[config.mk]
export PLATFORM = sky130hd
export DESIGN_NAME = router_output_arbiter_flat
export DESIGN_NICKNAME = d
export VERILOG_FILES = /design/src/rtl/router_output_arbiter_if.sv /design/src/rtl/router_output_arbiter.sv /design/src/flat_wrapper.sv
export SDC_FILE = /design/constraint.sdc
export NUM_CORES = 1
export LEC_CHECK = 0
export CORE_ASPECT_RATIO = 1.5
export CORE_MARGIN = 2
export CORE_UTILIZATION = 25
export CTS_CLUSTER_SIZE = 8
export DETAILED_ROUTE_END_ITERATION = 16
export PLACE_DENSITY = 0.59
export SKIP_CTS_REPAIR_TIMING = 1
export SLEW_MARGIN = 25
export SYNTH_ARGS = -nofsm -noshare
export SYNTH_HDL_FRONTEND = slang
export SYNTH_SLANG_ARGS = --single-unit
export TNS_END_PERCENT = 30
[constraint.sdc]
create_clock -name clk -period 5.7 [get_ports clk]
set_clock_uncertainty 0.15 [all_clocks]
set_input_delay 0.855 -clock clk [delete_from_list [all_inputs] [get_ports clk]]
set_output_delay 0.855 -clock clk [all_outputs]
set_load 0.02 [all_outputs]
[src/rtl/router_output_arbiter_if.sv]
// Handshake bundle between the router input ports and one output arbiter.
//   master : flit sources plus downstream ready (the router fabric / bench side)
//   slave  : the arbiter itself
// Signals:
//   data_in_bus  - concatenated candidate flits, input i at [i*DATA_WIDTH +: DATA_WIDTH]
//   valid_in_bus - per-input flit valid
//   ready_in_bus - per-input accept, one-hot or zero
//   data_out     - registered output flit
//   valid_out    - output flit valid
//   ready_out    - downstream accept
//   grant        - one-hot owner of the output, zero when idle
//   pkt_err      - sticky malformed-packet flag
interface router_output_arbiter_if #(
  parameter int unsigned INPUTS     = 3,
  parameter int unsigned DATA_WIDTH = 64
);
  logic [INPUTS*DATA_WIDTH-1:0] data_in_bus;
  logic [INPUTS-1:0]            valid_in_bus;
  logic [INPUTS-1:0]            ready_in_bus;
  logic [DATA_WIDTH-1:0]        data_out;
  logic                         valid_out;
  logic                         ready_out;
  logic [INPUTS-1:0]            grant;
  logic                         pkt_err;

  modport master (
    output data_in_bus, valid_in_bus, ready_out,
    input  ready_in_bus, data_out, valid_out, grant, pkt_err
  );

  modport slave (
    input  data_in_bus, valid_in_bus, ready_out,
    output ready_in_bus, data_out, valid_out, grant, pkt_err
  );
endinterface

[src/rtl/router_output_arbiter.sv]
// Per-output-port switch allocator for the mesh router.
// Round-robin arbitration among INPUTS input ports with wormhole locking: the winner of a
// HEAD flit owns the output until its TAIL passes (or the packet hits FlitPerPacket flits).
// The output goes through a one-entry registered stage with valid/ready handshake.
// Ports:
//   clk  - clock, rising edge
//   rst  - asynchronous active-high reset
//   bus  - router_output_arbiter_if slave modport (flit inputs, output link, grant, pkt_err)
// Flit type in the top TYPE_WIDTH bits: 01 HEAD, 10 BODY, 11 TAIL, 00 SINGLE.
module router_output_arbiter #(
  parameter int unsigned INPUTS        = 3,
  parameter int unsigned DATA_WIDTH    = 64,
  parameter int unsigned TYPE_WIDTH    = 2,
  parameter int unsigned FlitPerPacket = 16
) (
  input logic                    clk,
  input logic                    rst,
  router_output_arbiter_if.slave bus
);

  localparam int unsigned IdxW = (INPUTS > 1) ? $clog2(INPUTS) : 1;
  localparam int unsigned CntW = $clog2(FlitPerPacket + 1);

  localparam logic [TYPE_WIDTH-1:0] TypeSingle = TYPE_WIDTH'(0);
  localparam logic [TYPE_WIDTH-1:0] TypeHead   = TYPE_WIDTH'(1);
  localparam logic [TYPE_WIDTH-1:0] TypeTail   = TYPE_WIDTH'(3);

  typedef enum logic [0:0] {StIdle, StLocked} state_e;

  state_e                state_q;
  logic [IdxW-1:0]       rr_q;
  logic [IdxW-1:0]       owner_q;
  logic [CntW-1:0]       cnt_q;
  logic [INPUTS-1:0]     grant_q;
  logic [DATA_WIDTH-1:0] data_out_q;
  logic                  valid_out_q;
  logic                  pkt_err_q;

  logic [TYPE_WIDTH-1:0] flit_type [INPUTS];
  logic [INPUTS-1:0]     cand;
  logic                  can_load;
  logic                  win_found;
  logic [IdxW-1:0]       win_idx;
  logic                  disc_found;
  logic [IdxW-1:0]       disc_idx;
  logic [IdxW-1:0]       sel_idx;
  logic [TYPE_WIDTH-1:0] sel_type;
  logic [DATA_WIDTH-1:0] sel_flit;
  logic [INPUTS-1:0]     ready;
  logic                  discard;
  logic                  xfer;
  logic                  load;
  int unsigned           scan_idx;

  function automatic logic [IdxW-1:0] next_idx(input logic [IdxW-1:0] i);
    if (32'(i) >= INPUTS - 1) begin
      return '0;
    end
    return i + IdxW'(1);
  endfunction

  // Per-input flit type and "can start a packet" candidates.
  always_comb begin
    for (int unsigned i = 0; i < INPUTS; i++) begin
      flit_type[i] = bus.data_in_bus[i*DATA_WIDTH + DATA_WIDTH - 1 -: TYPE_WIDTH];
      cand[i]      = bus.valid_in_bus[i] &&
                     (flit_type[i] == TypeHead || flit_type[i] == TypeSingle);
    end
  end

  always_comb begin
    can_load   = !valid_out_q || bus.ready_out;
    win_found  = 1'b0;
    win_idx    = '0;
    disc_found = 1'b0;
    disc_idx   = '0;
    scan_idx   = 0;

    // Round-robin scan starting at rr_q, wrapping modulo INPUTS.
    for (int unsigned k = 0; k < INPUTS; k++) begin
      scan_idx = 32'(rr_q) + k;
      if (scan_idx >= INPUTS) begin
        scan_idx = scan_idx - INPUTS;
      end
      if (!win_found && cand[scan_idx]) begin
        win_found = 1'b1;
        win_idx   = IdxW'(scan_idx);
      end
    end

    // Stray BODY/TAIL with no packet to belong to: lowest index gets flushed.
    for (int unsigned i = 0; i < INPUTS; i++) begin
      if (!disc_found && bus.valid_in_bus[i]) begin
        disc_found = 1'b1;
        disc_idx   = IdxW'(i);
      end
    end

    ready   = '0;
    discard = 1'b0;
    sel_idx = owner_q;
    if (!rst) begin
      if (state_q == StLocked) begin
        ready[owner_q] = can_load;
      end else if (win_found) begin
        ready[win_idx] = can_load;
        sel_idx        = win_idx;
      end else if (disc_found) begin
        // Gated by can_load so a stalled output shows no ready at all.
        ready[disc_idx] = can_load;
        sel_idx         = disc_idx;
        discard         = 1'b1;
      end
    end

    sel_type = flit_type[sel_idx];
    sel_flit = bus.data_in_bus[sel_idx*DATA_WIDTH +: DATA_WIDTH];
    xfer     = |(ready & bus.valid_in_bus);
    load     = xfer && !discard;
  end

  always_ff @(posedge clk or posedge rst) begin
    if (rst) begin
      state_q     <= StIdle;
      rr_q        <= '0;
      owner_q     <= '0;
      cnt_q       <= '0;
      grant_q     <= '0;
      data_out_q  <= '0;
      valid_out_q <= 1'b0;
      pkt_err_q   <= 1'b0;
    end else begin
      if (load) begin
        data_out_q  <= sel_flit;
        valid_out_q <= 1'b1;
      end else if (valid_out_q && bus.ready_out) begin
        valid_out_q <= 1'b0;
      end

      if (xfer && discard) begin
        pkt_err_q <= 1'b1;
      end

      unique case (state_q)
        StIdle: begin
          if (load) begin
            if (sel_type == TypeHead) begin
              state_q <= StLocked;
              owner_q <= sel_idx;
              grant_q <= INPUTS'(1) << sel_idx;
              cnt_q   <= CntW'(1);
            end else begin
              // SINGLE: whole packet done in one flit, rotate past the winner.
              rr_q <= next_idx(sel_idx);
            end
          end
        end
        StLocked: begin
          if (load) begin
            if (sel_type == TypeTail || cnt_q >= CntW'(FlitPerPacket - 1)) begin
              state_q <= StIdle;
              grant_q <= '0;
              rr_q    <= next_idx(owner_q);
              cnt_q   <= '0;
              // Reaching the length limit without a tail is a forced release.
              if (sel_type != TypeTail) begin
                pkt_err_q <= 1'b1;
              end
            end else begin
              cnt_q <= cnt_q + CntW'(1);
              if (sel_type == TypeHead || sel_type == TypeSingle) begin
                pkt_err_q <= 1'b1;
              end
            end
          end
        end
        default: begin
          state_q <= StIdle;
        end
      endcase
    end
  end

  assign bus.ready_in_bus = ready;
  assign bus.data_out     = data_out_q;
  assign bus.valid_out    = valid_out_q;
  assign bus.grant        = grant_q;
  assign bus.pkt_err      = pkt_err_q;

endmodule

[src/flat_wrapper.sv]
// flat-port wrapper written by rule: the top's interface ports become plain ports
module router_output_arbiter_flat 
#(
  parameter int unsigned INPUTS        = 3,
  parameter int unsigned DATA_WIDTH    = 64,
  parameter int unsigned TYPE_WIDTH    = 2,
  parameter int unsigned FlitPerPacket = 16
)
  (clk, rst, bus_data_in_bus, bus_valid_in_bus, bus_ready_out, bus_ready_in_bus, bus_data_out, bus_valid_out, bus_grant, bus_pkt_err);
  router_output_arbiter_if #(.INPUTS(INPUTS), .DATA_WIDTH(DATA_WIDTH)) bus_i ();
  input logic clk;
  input logic rst;
  input wire logic [$bits(bus_i.data_in_bus)-1:0] bus_data_in_bus;
  input wire logic [$bits(bus_i.valid_in_bus)-1:0] bus_valid_in_bus;
  input wire logic [$bits(bus_i.ready_out)-1:0] bus_ready_out;
  output wire logic [$bits(bus_i.ready_in_bus)-1:0] bus_ready_in_bus;
  output wire logic [$bits(bus_i.data_out)-1:0] bus_data_out;
  output wire logic [$bits(bus_i.valid_out)-1:0] bus_valid_out;
  output wire logic [$bits(bus_i.grant)-1:0] bus_grant;
  output wire logic [$bits(bus_i.pkt_err)-1:0] bus_pkt_err;
  assign bus_i.data_in_bus = bus_data_in_bus;
  assign bus_i.valid_in_bus = bus_valid_in_bus;
  assign bus_i.ready_out = bus_ready_out;
  assign bus_ready_in_bus = bus_i.ready_in_bus;
  assign bus_data_out = bus_i.data_out;
  assign bus_valid_out = bus_i.valid_out;
  assign bus_grant = bus_i.grant;
  assign bus_pkt_err = bus_i.pkt_err;
  router_output_arbiter #(.INPUTS(INPUTS), .DATA_WIDTH(DATA_WIDTH), .TYPE_WIDTH(TYPE_WIDTH), .FlitPerPacket(FlitPerPacket)) u_core (.clk(clk), .rst(rst), .bus(bus_i));
endmodule
==> flow_metrics.env, run 1 <==
export IMPL_finalHoldViolations=0
export IMPL_ys_warn_count=0
export IMPL_dieArea_sq_um=20010
export IMPL_final_area_sq_um=7915
export IMPL_cts_root_buffer="clkbuf_16"
export IMPL_status="completed"
export IMPL_crit_type="input port to output pin"
export IMPL_area_growth_pct=67.75
export IMPL_peakVddDrop_mv=0.1560
export IMPL_drtAntennaViolNets=0
export IMPL_vias=5340
export IMPL_synth_seq_cells=79
export IMPL_cts_buffers=9
export IMPL_placementRows=61
export IMPL_drive_above_1_share_pct=5.102
export IMPL_yosysTopAreaCellShare_pct=41.90
export IMPL_cts_tree="yes"
export IMPL_rsz0062_at_grt="no"
export IMPL_worstSetupEndpointType="output pin"
export IMPL_synth_top_cells_by_count="nand2_1 (202), a21oi_1 (131), dfrtp_1 (79), o21ai_0 (60), clkbuf_1 (30)"
export IMPL_worstPathMaxFanout=7
export IMPL_period_share_pct=74.47
export IMPL_drv_cap=0
export IMPL_critPathBufInv=2
export IMPL_drtIter0Drc=344
export IMPL_synth_area_sq_um=4718
export IMPL_synth_area_per_cell_sq_um=7.477
export IMPL_yosysSeqAreaShare_pct=41.90
export IMPL_synth_ff_type="dfrtp_1"
export IMPL_grt_ovfl_total=0
export IMPL_slew_headroom_pct=46.02
export IMPL_coreArea_sq_um=18550
export IMPL_avgViaCountPerCell=4.709
export IMPL_fin_cells=1134
export IMPL_syn_num_nets=833
export IMPL_drt_pass1_iterations=6
export IMPL_final_nets=1080
export IMPL_tightest_slew_ns=0.8096
export IMPL_hold_path_class="flop to flop"
export IMPL_cpPeakStageDelay_ns=0.65
export IMPL_leakage_nw=3.290
export IMPL_crit_top_cell="clkdlybuf4s50_1"
export IMPL_dp_hpwl_um=13770
export IMPL_crit_start="bus_valid_in_bus[1]"
export IMPL_synth_top_cells_by_area="dfrtp_1 (42%), nand2_1 (16%), a21oi_1 (14%)"
export IMPL_hp_start="u_core.bus.data_out[58]"
export IMPL_clk_pin_slew_worst_paths_ns=0.06
export IMPL_power_mw=3.330
export IMPL_grt_max_degree=80
export IMPL_arrival_ns=3.24
export IMPL_place_inst=1119
export IMPL_timing_fmax_mhz=235.6
export IMPL_antenna_found_initial=0
export IMPL_grt_pass1_vias=5173
export IMPL_wirelength_um=18160
export IMPL_ys_types=58
export IMPL_path_cells="clkdlybuf4s50_1 > and2b_1 > o21bai_1 > a32oi_2 > a21boi_1 > a311oi_1 > clkdlybuf4s50_1"
export IMPL_cts_sinks=79
export IMPL_syn_inst=631
export IMPL_synth_edf_count=0
export IMPL_drcViolationCount=0
export IMPL_initial_core_util_pct=25.44
export IMPL_grt_total_usage_pct=17.72
export IMPL_finalSetupTns_ns=0
export IMPL_worst_path_max_delay_cell="clkdlybuf4s50_1"
export IMPL_finalSetupViolations=0
export IMPL_cp_required_ns=4.70
export IMPL_synth_top_area_cell="dfrtp_1"
export IMPL_ios=270
export IMPL_portBuffers=269
export IMPL_grt_pass1_wl_um=27390
export IMPL_htree_levels=3
export IMPL_utilization_pct=42.68
export IMPL_p_per_area_nw_per_um2=420.8
export IMPL_timing_rr_start="u_core.rr_q[0]"
export IMPL_synthArstFlopShare_pct=100.0
export IMPL_synth_most_common_cell="nand2_1"
export IMPL_placed_area_sq_um=7641
export IMPL_slew_viol_final=0
export IMPL_finalCriticalPeriod_ns=4.245
export IMPL_wl_per_cell_um=16.02
export IMPL_cts_buffer_depth=2
export IMPL_clock_latency_ns=0.32
export IMPL_die_height_um=172.3
export IMPL_finalWeightedCongestion=0.8383
export IMPL_die_width_um=116.2
export IMPL_cp_top_family="buffers and inverters"
export IMPL_crit_path_start_kind="input port"
export IMPL_diodes=0
[layout by cell type, fill, tap and decap left out, types with 5 or more instances in the layout]
master	instances
and2_1	6
clkbuf_16	9
a21oi_1	131
nand2_1	202
dfrtp_1	79
and3_1	8
nor2_1	9
inv_1	5
buf_4	10
clkdlybuf4s50_1	269
o21ai_1	8
o21ai_0	60
[state kept, by name, indices dropped and copies added, names as in the netlist]
signal and cells:
u_core.rr_q 2, u_core.state_q 1, u_core.bus.pkt_err 1, u_core.cnt_q 5, u_core.bus.grant 3, u_core.owner_q 2, u_core.bus.data_out 64, u_core.bus.valid_out 1
[worst min-delay path, cell delays in order, from the launching register on]
cell	delay, ns
dfrtp_1	0.34
nand2_1	0.04
o21ai_0	0.06
[layer usage]
| metal | vias up | wire length [um] | global-route usage, % |
|---|---|---|---|
| met4 | 0 | 656 | 8.385 |
| met5 | - | 0 | 0 |
| li1 | 2671 | - | - |
| met2 | 171 | 9664 | 31.66 |
| met1 | 2465 | 6978 | 20.29 |
| met3 | 33 | 864 | 3.049 |
[final cells by class]
class	count	area (sq um)
fill	1924	10630
timing repair buffer	280	2779
multi-input combinational	501	2541
sequential	79	1977
tap	252	315.3
clock buffer	10	239.0
clock inverter	5	35.03
inverter	7	28.78
[final timing paths]
path	cells after the start	endpoint	slack, ns
max	7	bus_ready_in_bus[1]	1.46
min	2	u_core.bus.data_out[58]	0.33
max reg2reg	12	u_core.bus.data_out[42]	2.06
min reg2reg	2	u_core.bus.data_out[58]	0.33
max in group asynchronous	3	u_core.cnt_q[2]	3.76
min in group asynchronous	3	u_core.bus.valid_out	1.07
[power by group]
part	switching, mW	total (mW)	internal (mW)
Sequential	0.139	0.947	0.808
Clock	0.225	0.529	0.303
Combinational	1.04	1.85	0.815
[stage by stage]
stage	hold WS, ns	setup WS [ns]
2_1_floorplan	0.3344	1.515
3_3_place_gp	0.3107	1.376
3_5_place_dp	0.3199	1.349
4_1_cts	0.3336	1.479
5_1_grt	0.3447	1.287
6_report	0.3278	1.455
[cell families (layout without fill, tap and decap cells)]
family / Yosys count / after routing / share of synthesized area, %
AOI/OAI and AO/OA: 242 / 242 / 28.96
xor gates and xnor gates: 1 / 1 / 0.1857
adders and majority gates: 4 / 4 / 1.061
buffers and inverters: 51 / 302 / 4.455
DFF: 79 / 79 / 41.90
muxes: 6 / 6 / 1.405
and+or+nand+nor: 248 / 248 / 22.04
(Power assumes the default switching activity.)
==> run 2: changes to the inputs <==
==> constraint.sdc (replaced) <==
create_clock -name clk -period 4.1 [get_ports clk]
set_clock_uncertainty 0.15 [all_clocks]
set_input_delay 0.615 -clock clk [delete_from_list [all_inputs] [get_ports clk]]
set_output_delay 0.615 -clock clk [all_outputs]
set_load 0.02 [all_outputs]
==> flow_metrics.env, run 2 (synthesis results as in run 1) <==
export IMPL_crit_path_start_kind="input port"
export IMPL_vias=5242
export IMPL_final_nets=1083
export IMPL_peakVddDrop_mv=0.2186
export IMPL_rsz0062_at_grt="no"
export IMPL_antenna_found_initial=0
export IMPL_drt_pass1_iterations=4
export IMPL_dieArea_sq_um=20010
export IMPL_grt_pass1_vias=5279
export IMPL_n_fill_cell=1899
export IMPL_grt_pass1_wl_um=27540
export IMPL_switching_share_pct=41.45
export IMPL_diodes=0
export IMPL_htree_levels=3
export IMPL_power_internal_mw=2.773
export IMPL_drtAntennaViolNets=0
export IMPL_worst_path_max_delay_cell="clkdlybuf4s50_1"
export IMPL_period_share_pct=92.73
export IMPL_cpPeakStageDelay_ns=0.67
export IMPL_crit_type="input port to output pin"
export IMPL_drcViolationCount=0
export IMPL_area_growth_pct=69.72
export IMPL_clock_latency_ns=0.33
export IMPL_slew_viol_final=0
export IMPL_portBuffers=269
export IMPL_pwr_share_clk_pct=16.8
export IMPL_die_height_um=172.3
export IMPL_pwr_share_comb_pct=55.3
export IMPL_wl_per_cell_um=15.74
export IMPL_utilization_pct=43.18
export IMPL_drv_cap=0
export IMPL_initial_core_util_pct=25.44
export IMPL_hold_path_class="flop to flop"
export IMPL_final_cell_mix="clkdlybuf4s50_1 (269), nand2_1 (202), a21oi_1 (131)"
export IMPL_finalSetupViolations=0
export IMPL_finalWeightedCongestion=0.8420
export IMPL_status="completed"
export IMPL_cts_root_buffer="clkbuf_16"
export IMPL_avgViaCountPerCell=4.610
export IMPL_drive_above_1_share_pct=5.424
export IMPL_crit_top_cell="clkdlybuf4s50_1"
export IMPL_grt_max_degree=58
export IMPL_leakage_nw=3.343
export IMPL_drtIter0Drc=253
export IMPL_cts_tree="yes"
export IMPL_slew_headroom_pct=61.86
export IMPL_worstSetupEndpointType="output pin"
export IMPL_ios=270
export IMPL_r2r_setup_slack_ns=0.75
export IMPL_largest_reg_flops=64
export IMPL_grt_total_usage_pct=17.72
export IMPL_tightest_slew_ns=0.5721
export IMPL_worstPathMaxFanout=9
export IMPL_cts_sinks=79
export IMPL_clk_pin_slew_worst_paths_ns=0.06
export IMPL_arrival_ns=3.04
export IMPL_die_width_um=116.2
export IMPL_placementRows=61
export IMPL_finalCriticalPeriod_ns=3.802
export IMPL_cts_buffer_depth=2
export IMPL_timing_fmax_mhz=263.0
export IMPL_power_mw=4.736
export IMPL_finalHoldViolations=0
export IMPL_seqPwrFrac_pct=27.9
export IMPL_p_per_area_nw_per_um2=591.4
export IMPL_cts_buffers=9
export IMPL_grt_ovfl_total=0
export IMPL_cp_required_ns=3.34
export IMPL_path_cells="clkdlybuf4s50_1 > nand2b_1 > a41oi_1 > and2_1 > nand2_1 > a311oi_1 > clkdlybuf4s50_1"
export IMPL_wirelength_um=17900
export IMPL_p_switching_mw=1.963
export IMPL_layout_commonest_cell="clkdlybuf4s50_1"
export IMPL_dp_hpwl_um=13880
export IMPL_coreArea_sq_um=18550
export IMPL_finalSetupTns_ns=0
-- run 2: stage by stage --
step | cell area (sq um) | cells | setup WS (ns) | hold WS (ns)
after floorplan | 4718 | 631 | 0.1551 | 0.3344
after global placement | 7710 | 1122 | 0.3235 | 0.3089
after detailed placement | 7710 | 1122 | 0.2902 | 0.3194
after CTS | 8008 | 1137 | 0.3249 | 0.3334
after global routing | 8008 | 1137 | 0.1714 | 0.3538
final | 8008 | 1137 | 0.2982 | 0.3258
-- run 2: layout make-up --
| class | count | area, sq um | share of cell area (%) |
|---|---|---|---|
| well taps | 252 | 315.3 | 3.937 |
| flip-flops and latches | 79 | 1977 | 24.69 |
| clock buffers | 10 | 239.0 | 2.984 |
| inverters | 7 | 28.78 | 0.3594 |
| repair buffers | 283 | 2848 | 35.56 |
| clock inverters | 5 | 58.81 | 0.7344 |
| multi-input cells | 501 | 2541 | 31.73 |
-- run 2: routing by layer --
layer,part of all wire [%],track usage [%]
met5,0,0
met4,2.7,7.039
met3,4.0,2.909
met2,54,32.52
met1,39,20.21
-- run 2: path summary, 6_finish.rpt --
kind	end	startpoint	cells past startpoint
max reg2reg	u_core.owner_q[0]	u_core.rr_q[0]	11
max in group asynchronous	u_core.bus.valid_out	rst	4
min reg2reg	u_core.bus.data_out[5]	u_core.bus.data_out[5]	2
max	bus_ready_in_bus[1]	bus_valid_in_bus[2]	7
min in group asynchronous	u_core.bus.data_out[20]	rst	3
min	u_core.bus.data_out[5]	u_core.bus.data_out[5]	2
-- run 2: critical path, delay by kind of cell --
kind / cells / cell delay [ns]
buffers and inverters: 2 / 1.31
AO/OA/AOI/OAI: 2 / 0.56
AND/OR/NAND/NOR: 3 / 0.55
-- run 2: power groups by stage --
stage / clock network, mW / logic (mW) / registers, mW
after detailed placement: 0 / 2.65 / 1.33
after global placement: 0 / 2.65 / 1.32
after CTS: 0.832 / 2.66 / 1.33
after global routing: 0.859 / 2.87 / 1.38
final: 0.796 / 2.62 / 1.32
after floorplan: 0 / 1.05 / 1.68
